[src/rtl/window_max_tracker.sv]
// Purpose : tracks the running maximum (strict greater-than, first occurrence wins)
//           of each window of N accepted samples and presents max + index once per window.
// Latency : m_valid rises on the edge that accepts the Nth sample; no extra pipeline stage.
// Backpressure: s_ready is low while a result is held; result waits for m_ready.
//
// Ports:
//   clk, reset_n        clock (rising edge), asynchronous active-low reset
//   clear               synchronous window abort, discards partial window or held result
//   s_valid/s_ready     sample handshake, s_data unsigned W-bit sample
//   m_valid/m_ready     result handshake, m_max window maximum, m_index its position
//   busy                window partially filled or result pending
module window_max_tracker #(
  parameter int W  = 4,
  parameter int N  = 8,
  parameter int IW = 3
) (
  input  logic          clk,
  input  logic          reset_n,
  input  logic          clear,
  input  logic          s_valid,
  input  logic [W-1:0]  s_data,
  output logic          s_ready,
  output logic          m_valid,
  output logic [W-1:0]  m_max,
  output logic [IW-1:0] m_index,
  input  logic          m_ready,
  output logic          busy
);

  typedef enum logic {
    ACCUM = 1'b0,
    HOLD  = 1'b1
  } state_t;

  localparam logic [IW-1:0] LAST = IW'(N - 1);

  state_t        state_q, state_d;
  logic [IW-1:0] count_q, count_d;
  logic [W-1:0]  max_q, max_d;
  logic [IW-1:0] idx_q, idx_d;
  logic [W-1:0]  m_max_q, m_max_d;
  logic [IW-1:0] m_index_q, m_index_d;

  logic          accept;
  logic [W-1:0]  new_max;
  logic [IW-1:0] new_idx;

  // clear wins over a sample presented in the same cycle
  assign accept = (state_q == ACCUM) && s_valid && !clear;

  // Candidate max/index if the current sample were accepted. The first sample
  // of a window loads unconditionally so a stale max never leaks across windows.
  always_comb begin
    new_max = max_q;
    new_idx = idx_q;
    if (count_q == '0) begin
      new_max = s_data;
      new_idx = '0;
    end else if (s_data > max_q) begin
      new_max = s_data;
      new_idx = count_q;
    end
  end

  always_comb begin
    state_d   = state_q;
    count_d   = count_q;
    max_d     = max_q;
    idx_d     = idx_q;
    m_max_d   = m_max_q;
    m_index_d = m_index_q;
    case (state_q)
      ACCUM: begin
        if (clear) begin
          count_d   = '0;
          max_d     = '0;
          idx_d     = '0;
          m_max_d   = '0;
          m_index_d = '0;
        end else if (accept) begin
          max_d = new_max;
          idx_d = new_idx;
          if (count_q == LAST) begin
            // result includes the Nth sample's own comparison
            count_d   = '0;
            state_d   = HOLD;
            m_max_d   = new_max;
            m_index_d = new_idx;
          end else begin
            count_d = count_q + IW'(1);
          end
        end
      end
      HOLD: begin
        if (clear) begin
          // result is dropped even if m_ready is high this cycle
          state_d   = ACCUM;
          max_d     = '0;
          idx_d     = '0;
          m_max_d   = '0;
          m_index_d = '0;
        end else if (m_ready) begin
          state_d = ACCUM;
        end
      end
    endcase
  end

  always_ff @(posedge clk or negedge reset_n) begin
    if (!reset_n) begin
      state_q   <= ACCUM;
      count_q   <= '0;
      max_q     <= '0;
      idx_q     <= '0;
      m_max_q   <= '0;
      m_index_q <= '0;
    end else begin
      state_q   <= state_d;
      count_q   <= count_d;
      max_q     <= max_d;
      idx_q     <= idx_d;
      m_max_q   <= m_max_d;
      m_index_q <= m_index_d;
    end
  end

  // s_ready comes straight from state, so the handshake cycle never accepts a sample
  assign s_ready = (state_q == ACCUM);
  assign m_valid = (state_q == HOLD);
  assign m_max   = m_max_q;
  assign m_index = m_index_q;
  assign busy    = (state_q == HOLD) || (count_q != '0);

  a_no_x_data : assert property (@(posedge clk) disable iff (!reset_n)
                                 s_valid |-> !$isunknown(s_data))
    else $error("window_max_tracker: s_valid with unknown s_data");

endmodule

[config.mk]
export PLATFORM = sky130hd
export DESIGN_NAME = window_max_tracker
export DESIGN_NICKNAME = d
export VERILOG_FILES = /design/src/rtl/window_max_tracker.sv
export SDC_FILE = /design/constraint.sdc
export NUM_CORES = 1
export LEC_CHECK = 0
export BUFFER_PORTS_ARGS = -buffer_cell sky130_fd_sc_hd__buf_2
export CAP_MARGIN = 20
export CORE_AREA = 2 2 50 47
export CTS_CLUSTER_DIAMETER = 120
export DETAILED_ROUTE_END_ITERATION = 16
export DIE_AREA = 0 0 52 49
export GPL_ROUTABILITY_DRIVEN = 0
export PLACE_DENSITY = 0.72
export REMOVE_ABC_BUFFERS = 1
export SLEW_MARGIN = 40
export SYNTH_ARGS = -nofsm -noshare
export SYNTH_HDL_FRONTEND = slang
export SYNTH_SLANG_ARGS = --single-unit
[constraint.sdc]
create_clock -name clk -period 2.3 [get_ports clk]
set_input_delay 0.115 -clock clk [delete_from_list [all_inputs] [get_ports clk]]
set_output_delay 0.115 -clock clk [all_outputs]
set_load 0.005 [all_outputs]
==> reports/qor.csv <==
metric,value,unit
outcome,"finished, final reports clean",
slowest_delay,0.38,ns
clk_pin_slew,0.10,ns
drt_iter0_drc,22,
cp_max_fo,5,
cts_root_buffer,clkbuf_4,
ys_seq_area_frac,0.439,
maxCapViolations,0,
drive_above_1_share,0.289,
ys_ff_latch,18,
cp.arrival,2.13,ns
cellLeakagePower,0.599,nW
cts_resized,0,
via_per_inst,5.38,
grt_usage,0.170,
fin_util,0.575,
p_per_area,561,nW/um2
reg2reg_slack,0.35,ns
numPortBuffers,18,
nFillCells,184,
dieArea,2550,um2
grt_pass1_vias,691,
end_kind,register,
ir_drop,0.499,mV
grt_max_degree,19,
startpoint_type,register,
chipWidth,52,um
hp-start,s_data[1],
firstDrtPassIters,4,
grt_overflow,0,
grt_pass1_wl,3170,um
swShare,0.270,
core,2060,um2
rsz0062_at_grt,false,
cp_num_buf_inv,1,
critical_path.slowest_cell,dfrtp_1,
p_sw,0.180,mW
finClkSkew,0.00121,ns
routed_wl,1940,um
reg2reg_depth,7,
antenna_left,0,
wl_per_cell,13.7,um
placed_cell_area,1140,um2
final_cell_mix,"dfrtp_1 (18), buf_2 (18), inv_1 (8)",
synth_warnings,0,
final_cells,141,
path_cells,inv_1 > ha_1 > nor2b_1 > o211ai_2 > a31oi_4 > and3b_1 > a22o_1,
postCtsHoldBufs,1,
cts_buffers,3,
tightest_slew,0.400,ns
cts_setup_buffers,0,
critical_path_required,2.48,ns
antenna_found_initial,0,
cts.sinks,18,
timing.final.crit_share,0.847,
startpoint,max_q[1],
drc,0,
hold_viol,0,
timing.fmax,513,MHz
io_pins,19,
power_frac_comb,0.210,
hold_end,max_q[1],
critPathKind,register to register,
r2r-end,max_q[3],
timing.rr.start,max_q[1],
critPathTopFamily,compound AO/OA/AOI/OAI gates,
initial_core_util,0.498,
vias,758,
slew-limit-headroom,0.733,
yosysUniqueCellTypes,31,
diodes,0,
clock_latency,0.29,ns
fin_area,1180,um2
fin_nets,131,
pwr-share-seq,0.505,
fin_tns_setup,0,ns
clk_path_buf_depth,2,
clkPwrFrac,0.286,
hp-class,input port to register,
die-height,49,um
cts_max_level,1,
period_minus_slack,1.95,ns
area_delta_synth_final,15.5,%
dp_hpwl,1490,um
drv_slew,0,
finalSetupViolCount,0,
syn-instance-count,93,
synth_area,1030,um2
internal_power,0.486,mW
syn_avg_cell_area,11.0,um2
dp_cells,136,
holdPathStages,2,
rows,16,
cts_tree,built,
[stage by stage]
step                power [mW]  hold WS (ns)  setup slack (ns)
detailed placement       0.479        0.0620             0.385
floorplan                0.439        -0.181             0.542
finish                   0.665        0.0790             0.351
global placement         0.476        0.0620             0.405
global route             0.704        0.0661             0.266
CTS                      0.672        0.0726             0.365
[worst max path at each step]
stage | end | slack [ns] | cells past startpoint
2_1_floorplan | max_q[0] | 0.54 | 7
3_3_place_gp | max_q[3] | 0.41 | 7
3_5_place_dp | max_q[0] | 0.38 | 7
4_1_cts | max_q[3] | 0.36 | 7
5_1_grt | max_q[0] | 0.27 | 7
6_report | max_q[3] | 0.35 | 7
[power groups by stage]
stage / combinational, mW / sequential, mW / clock [mW]
after CTS: 0.140 / 0.336 / 0.197
after floorplan: 0.0992 / 0.339 / 0
after global routing: 0.153 / 0.338 / 0.213
after global placement: 0.134 / 0.342 / 0
after detailed placement: 0.138 / 0.342 / 0
final: 0.140 / 0.336 / 0.190
[cell families after synthesis]
group           synth area share
compound gates             0.217
simple gates               0.150
fa+ha+maj                 0.0854
buf+inv                   0.0402
mux                       0.0683
flops                      0.439
[synthesized netlist by cell type]
master	instances	area, um2
or3_1	1	6.26
or2_1	1	6.26
and3b_1	1	8.76
and2_4	1	8.76
a21oi_1	2	10.0
o21ai_1	3	15.0
a21oi_4	1	16.3
nand2_1	5	18.8
a211oi_1	4	30.0
clkbuf_1	1	3.75
dfrtp_1	18	450
and2_1	1	6.26
mux2i_1	7	70.1
ha_1	7	87.6
a31oi_4	1	21.3
inv_1	8	30.0
buf_4	1	7.51
a2bb2oi_1	2	17.5
and4_4	1	11.3
o22ai_2	1	12.5
o211ai_2	1	12.5
nor2_2	1	6.26
nor2b_1	3	18.8
o22ai_1	2	12.5
a21oi_2	1	8.76
nand2b_4	1	13.8
nor3b_2	1	12.5
a22o_1	7	61.3
o21ai_0	1	5.00
and2b_4	1	10.0
nor2_1	7	26.3
[flip-flops by register name (all words and copies together), names as in the netlist]
signal   count
idx_q        3
max_q        4
m_index      3
m_valid      1
m_max        4
count_q      3
[metal layers]
metal | share of wire | global-route usage | vias to the layer above
met4 | 0.0057 | 0.0263 | 0
met5 | 0 | 0 | -
li1 | - | - | 378
met1 | 0.47 | 0.234 | 349
met3 | 0.071 | 0.0644 | 2
met2 | 0.45 | 0.257 | 29
[cell type report]
class	count	area (um2)	area share
Multi-Input combinational cell	65	534	0.451
Sequential cell	18	450	0.380
Timing Repair Buffer	19	100	0.0845
Clock buffer	4	36.3	0.0306
Tap cell	27	33.8	0.0285
Inverter	8	30.0	0.0253
Power figures use the tool's default switching activity.
